<file path="config.mk">
export PLATFORM = sky130hd
export DESIGN_NAME = adder_4b_rtl_flat
export DESIGN_NICKNAME = d
export VERILOG_FILES = /design/src/rtl/adder_4b_rtl_if.sv /design/src/rtl/adder_4b_rtl.sv /design/src/flat_wrapper.sv
export SDC_FILE = /design/constraint.sdc
export NUM_CORES = 1
export LEC_CHECK = 0
export CAP_MARGIN = 20
export CORE_AREA = 4 4 41 43
export DETAILED_ROUTE_END_ITERATION = 10
export DIE_AREA = 0 0 45 47
export PLACE_DENSITY_LB_ADDON = 0.08
export SLEW_MARGIN = 20
export SYNTH_ARGS = -nofsm -noshare
export SYNTH_HDL_FRONTEND = slang
export SYNTH_SLANG_ARGS = --single-unit
export TNS_END_PERCENT = 1
</file>
<file path="constraint.sdc">
create_clock -name clk -period 3.23 [get_ports clk]
set_input_delay 0.323 -clock clk [delete_from_list [all_inputs] [get_ports clk]]
set_output_delay 0.323 -clock clk [all_outputs]
set_load 0.01 [all_outputs]
</file>
<file path="src/rtl/adder_4b_rtl_if.sv">
// Operand/result bundle for the 4-bit adder: operands in, combinational and
// registered results plus overflow counter out.
interface adder_4b_rtl_if;
  logic [3:0] a;
  logic [3:0] b;
  logic [3:0] sum;
  logic       cout;
  logic [3:0] sum_q;
  logic       cout_q;
  logic       valid_q;
  logic [3:0] ovf_cnt;

  modport master (
    output a, b,
    input  sum, cout, sum_q, cout_q, valid_q, ovf_cnt
  );

  modport slave (
    input  a, b,
    output sum, cout, sum_q, cout_q, valid_q, ovf_cnt
  );
endinterface

</file>
<file path="src/rtl/adder_4b_rtl.sv">
// 4-bit ripple-carry adder with a registered copy of the result, a valid flag
// and a saturating count of carry-out cycles.
module adder_4b_rtl (
  input  logic           clk,
  input  logic           reset,
  adder_4b_rtl_if.slave  bus
);

  logic [4:0] carry;
  logic [3:0] sum_c;
  logic [3:0] sum_r;
  logic       cout_r;
  logic       valid_r;
  logic [3:0] ovf_r;

  assign carry[0] = 1'b0;

  for (genvar i = 0; i < 4; i++) begin : g_fa
    assign sum_c[i]   = bus.a[i] ^ bus.b[i] ^ carry[i];
    assign carry[i+1] = (bus.a[i] & bus.b[i]) |
                        (bus.a[i] & carry[i]) |
                        (bus.b[i] & carry[i]);
  end

  assign bus.sum  = sum_c;
  assign bus.cout = carry[4];

  // Reset wins over load and count, even on a carry-out edge.
  always_ff @(posedge clk) begin
    if (reset) begin
      sum_r   <= 4'd0;
      cout_r  <= 1'b0;
      valid_r <= 1'b0;
      ovf_r   <= 4'd0;
    end else begin
      sum_r   <= sum_c;
      cout_r  <= carry[4];
      valid_r <= 1'b1;
      if (carry[4] && (ovf_r != 4'hF)) begin
        ovf_r <= ovf_r + 4'd1;
      end
    end
  end

  assign bus.sum_q   = sum_r;
  assign bus.cout_q  = cout_r;
  assign bus.valid_q = valid_r;
  assign bus.ovf_cnt = ovf_r;

endmodule

</file>
<file path="src/flat_wrapper.sv">
// flat-port wrapper written by rule: the top's interface ports become plain ports
module adder_4b_rtl_flat 
  (clk, reset, bus_a, bus_b, bus_sum, bus_cout, bus_sum_q, bus_cout_q, bus_valid_q, bus_ovf_cnt);
  adder_4b_rtl_if bus_i ();
  input  logic clk;
  input  logic reset;
  input wire logic [$bits(bus_i.a)-1:0] bus_a;
  input wire logic [$bits(bus_i.b)-1:0] bus_b;
  output wire logic [$bits(bus_i.sum)-1:0] bus_sum;
  output wire logic [$bits(bus_i.cout)-1:0] bus_cout;
  output wire logic [$bits(bus_i.sum_q)-1:0] bus_sum_q;
  output wire logic [$bits(bus_i.cout_q)-1:0] bus_cout_q;
  output wire logic [$bits(bus_i.valid_q)-1:0] bus_valid_q;
  output wire logic [$bits(bus_i.ovf_cnt)-1:0] bus_ovf_cnt;
  assign bus_i.a = bus_a;
  assign bus_i.b = bus_b;
  assign bus_sum = bus_i.sum;
  assign bus_cout = bus_i.cout;
  assign bus_sum_q = bus_i.sum_q;
  assign bus_cout_q = bus_i.cout_q;
  assign bus_valid_q = bus_i.valid_q;
  assign bus_ovf_cnt = bus_i.ovf_cnt;
  adder_4b_rtl u_core (.clk(clk), .reset(reset), .bus(bus_i));
endmodule
</file>
Yosys cells after proc, flatten, opt, wreduce, memory -nomap -nowiden
Index checks and enable logic that the tools add are counted. W data, S select, Z words.

Register bits: 10. Logic and storage cells: 31. Output and inout port bits: 15. Bits of input ports: 10.

$add $sub $neg: 1. Bitwise operators: 23. Reduce and logical (&&, ||, !) cells: 1. Eq/ne operators: 1. Multiplexer cells: 1.

Operators with widths (count): $and A1 B1 Y1 (10); $xor A1 B1 Y1 (7); $or A1 B1 Y1 (6); $add A4 B1 Y4 const B (1); $ne A4 B4 Y1 const B (1); $logic_and A1 B1 Y1 (1); $mux W1 (1).

Depth between registers and ports, before layout
Gate-level depths: netlist (run 1).

Depth in word-level cells: 11. Depth in mapped cells: 8. Mapped depth without buffers: 8.

Least setup slack after synthesis (run 1)
OpenSTA, ideal clock, no wires.

Path kind: in2reg. From: input bus_b[0]. To: register u_core.ovf_r[3], in the netlist u_core.bus.ovf_cnt[3]. Path buffers: 0. Slack: 1.077 ns. Setup time: 0.123 ns. Required time: 3.107 ns. Stages: 8. Data arrival time: 2.029 ns. Cell sequence: ha_1 fa_1 fa_1 inv_1 fa_1 a31oi_4 nand4_1 mux2_1.

Cells in the longest elaborated chain, start to end: 11. Elaborated cells on any way between the ends: 14. Classes of those cells: 13 x bitwise; 1 x reduce/logical.

Ends and longest elaborated chain: from (decl) (line flat_wrapper.sv:8) `input wire logic [$bits(bus_i.b)-1:0] bus_b;`; $and A1 B1 Y1 * (line adder_4b_rtl.sv:20) `assign carry[i+1] = (bus.a[i] & bus.b[i]) |`; $and A1 B1 Y1 (line adder_4b_rtl.sv:21) `(bus.a[i] & carry[i]) |`; $or A1 B1 Y1 (line adder_4b_rtl.sv:20); $or A1 B1 Y1 * (line adder_4b_rtl.sv:21); $and A1 B1 Y1 (line adder_4b_rtl.sv:21); $or A1 B1 Y1 (line adder_4b_rtl.sv:20); $or A1 B1 Y1 * (line adder_4b_rtl.sv:21); $and A1 B1 Y1 (line adder_4b_rtl.sv:21); $or A1 B1 Y1 (line adder_4b_rtl.sv:20); $or A1 B1 Y1 * (line adder_4b_rtl.sv:21); $logic_and A1 B1 Y1 * (line adder_4b_rtl.sv:39) `if (carry[4] && (ovf_r != 4'hF)) begin`; to (signal assigned) (line adder_4b_rtl.sv:40) `ovf_r <= ovf_r + 4'd1;`; to (decl) (line adder_4b_rtl.sv:14) `logic [3:0] ovf_r;`.

Mark *: on every way between the ends. The rest lies on a longest branch, timed or not. A chain may end at the register's enable or synchronous reset.

Final worst setup path (run 1)
From: input bus_b[0]. To: output bus_sum[3].

Cells in the longest elaborated chain, start to end: 8. Elaborated cells on any way between the ends: 10. Classes of those cells: 10 x bitwise.

Ends and longest elaborated chain: $and A1 B1 Y1 * (line adder_4b_rtl.sv:20); $and A1 B1 Y1 (line adder_4b_rtl.sv:21); $or A1 B1 Y1 (line adder_4b_rtl.sv:20); $or A1 B1 Y1 * (line adder_4b_rtl.sv:21); $and A1 B1 Y1 (line adder_4b_rtl.sv:21); $or A1 B1 Y1 (line adder_4b_rtl.sv:20); $or A1 B1 Y1 * (line adder_4b_rtl.sv:21); $xor A1 B1 Y1 * (line adder_4b_rtl.sv:19) `assign sum_c[i] = bus.a[i] ^ bus.b[i] ^ carry[i];`; to (decl) (line flat_wrapper.sv:9) `output wire logic [$bits(bus_i.sum)-1:0] bus_sum;`.

Marks and branches as above.

==> out/qor.yml, run 1 <==
outcome: "complete, no violations"
syn-cell-area_um2: 433
synth_edf_count: 0
path_class: "input port to output port"
grt-ovfl-total: 0
ir_worst_vdd_mv: 0.336
fin_skew_ns: 0.00302
synth_ff_type: "dfxtp_1"
combinationalPowerShare_pct: 29.8
clk_path_buf_depth: 2
maxSlewViolCount: 0
coreArea_um2: 1300
power_density_nw_per_um2: 436
ctsResizeCount: 0
avgRoutedWirePerCell_um: 10.1
clk_pin_slew_ns: 0.06
cp.arrival_ns: 2.78
max_stage_delay_ns: 0.52
layout-drive-gt1-share_pct: 6.15
p_sw_w: 0.0000763
p_int_w: 0.000234
num_io_pins: 25
synth_warnings: 0
start_util_pct: 33.3
ys_seq_area_share_pct: 46.2
htree_levels: 1
syn_avg_cell_area_um2: 11.1
critPathSlowestCell: "clkdlybuf4s50_1"
synth_top_cell_by_area: "dfxtp_1"
vias: 333
post_cts_buffers: 0
cp_common_cell: "fa_1"
worst_pin_slew_ns: 0.373
rows: 13
nNetsFinal: 82
p_sw_share_pct: 24.6
async_reset_ff_share_pct: 0
cp.required_ns: 2.91
die_h_um: 47
p_seq_share_pct: 45.0
drc: 0
tns_ns: 0
critPathTopFamily: "adder cells"
power.total_w: 0.000310
worst_hold_slack_ns: 0.550
root_buffer: "clkbuf_4"
die-area_um2: 2120
start_kind: "input port"
yosys-top-cells-area: "dfxtp_1 46%, fa_1 14%, ha_1 5.8%"
maxCapViolations: 0
die_w_um: 45
worstSkewPairLatency_ns: 0.25
dp_hpwl_um: 684
final_core_util_pct: 54.6
synth_common_cells: "10 x dfxtp_1, 6 x inv_1, 5 x nor2_1"
routed_wl_um: 808
cts_made_buffers: 3
setup-violations-final: 0
fin_crit_sh_pct: 96.0
min_path_type: "register to register"
grt_pass1_wl_um: 1230
synth.distinct_cells: 15
port_buffers: 24
critical_path_buf_inv_count: 4
setup.worst_path.end_class: "output port"
netlist.area_leader.share_pct: 46.2
critPathMaxFanout: 2
slew_headroom_pct: 75.1
finalHoldViolCount: 0
antenna_found_initial: 0
grt_use_total_pct: 8.60
worstPathCellList: "clkdlybuf4s50_1 -> ha_1 -> fa_1 -> fa_1 -> inv_1 -> fa_1 -> inv_1 -> clkdlybuf4s50_1"
viasPerCell: 4.16
drtAntennaViolNets: 0
post-route-min-period_ns: 3.10
static-leakage-power_nw: 0.297
antenna_cells: 0
synth_nets: 54
synthCells: 39
cts_hold_buf: 0
drtIter0Drc: 3
firstDrtPassIters: 4
synth_seq_cells: 10
synthToLayoutAreaGrowth_pct: 64.2
grt_max_degree: 12
gp_congestion: 0.686
grt_pass1_vias: 278
max_freq_mhz: 322
yosysMostFrequentCell: "dfxtp_1"
pwr-share-clk_pct: 25.2
cts.sinks: 10
cts_tree: "built"
rsz0062_at_grt: "false"
## kinds of logic after synthesis
group,count (synthesis),share of synthesized area (%)
fa+ha+maj,5,19.7
buf+inv,7,6.07
flops,10,46.2
simple gates,12,15.0
mux,2,4.91
compound gates,2,6.07
xor+xnor,1,2.02
## metrics by stage
step                worst slack (ns)  instance area [µm²]  std cells
floorplan                       1.08                  433         39
global placement               0.117                  688         77
detailed placement             0.132                  688         77
CTS                            0.113                  711         80
global route                  0.0123                  711         80
finish                         0.129                  711         80
## power groups by stage
stage | clock (W) | sequential, W | combinational, W
floorplan | 0 | 0.000148 | 0.0000354
global placement | 0 | 0.000143 | 0.0000945
detailed placement | 0 | 0.000143 | 0.0000945
CTS | 0.0000833 | 0.000140 | 0.0000947
global route | 0.0000914 | 0.000141 | 0.000102
finish | 0.0000781 | 0.000140 | 0.0000925
## worst min-delay path: cells and delay by family (launching register included)
kind             cells  cell delay (ns)
DFF                  1             0.33
and+or+nand+nor      1             0.05
muxes                1             0.13
## cell usage in the layout, fill, tap and decap left out
cell and n:
clkdlybuf4s50_1 24, dfxtp_1 10, inv_1 6, nor2_1 5, nor2b_1 4, fa_1 3
clkbuf_4 3, ha_1 2, a31oi_4 1, mux2i_1 1, xnor2_1 1, a21oi_1 1
nor4bb_1 1, nor3_1 1, nand4_1 1, mux2_1 1
## worst paths after layout
| path | from | depth (start not counted) | slack [ns] | endpoint |
|---|---|---|---|---|
| setup reg to reg | u_core.bus.ovf_cnt[0]$_SDFFE_PP0P_ | 4 | 1.83 | u_core.bus.ovf_cnt[3]$_SDFFE_PP0P_ |
| hold reg to reg | u_core.bus.ovf_cnt[1]$_SDFFE_PP0P_ | 2 | 0.55 | u_core.bus.ovf_cnt[1]$_SDFFE_PP0P_ |
| setup / recovery | bus_b[0] | 8 | 0.13 | bus_sum[3] |
| hold / removal | u_core.bus.ovf_cnt[1]$_SDFFE_PP0P_ | 2 | 0.55 | u_core.bus.ovf_cnt[1]$_SDFFE_PP0P_ |
## cell type report
cell class,count,area [µm²]
Timing Repair Buffer,24,240
Fill cell,128,591
Sequential cell,10,200
Multi-Input combinational cell,22,206
Tap cell,15,18.8
Inverter,6,22.5
Clock buffer,3,22.5
## sequential cells by signal, summed over array words and instances (netlist names)
signal and cells:
u_core.bus.ovf_cnt 4, u_core.bus.sum_q 4, u_core.bus.cout_q 1, u_core.bus.valid_q 1
## routing by layer
metal  vias up  wire (µm)  GRT usage, %
met1       146        345          10.0
met2        11        399          13.0
met4         0          0          1.75
li1        176          -             -
met5         -          0             0
met3         0         63          6.13
Note: power is estimated with default switching activity, not from simulation.
==> run 2, diff against run 1 <==
--- a/config.mk
+++ b/config.mk
@@ -5,7 +5,7 @@
 export SDC_FILE = /design/constraint.sdc
 export NUM_CORES = 1
 export LEC_CHECK = 0
-export CAP_MARGIN = 20
+export CAP_MARGIN = 25
 export CORE_AREA = 4 4 41 43
 export DETAILED_ROUTE_END_ITERATION = 10
 export DIE_AREA = 0 0 45 47
==> results of run 2 <==
No change in the layout: final DEF, timing and power equal those of run 1.
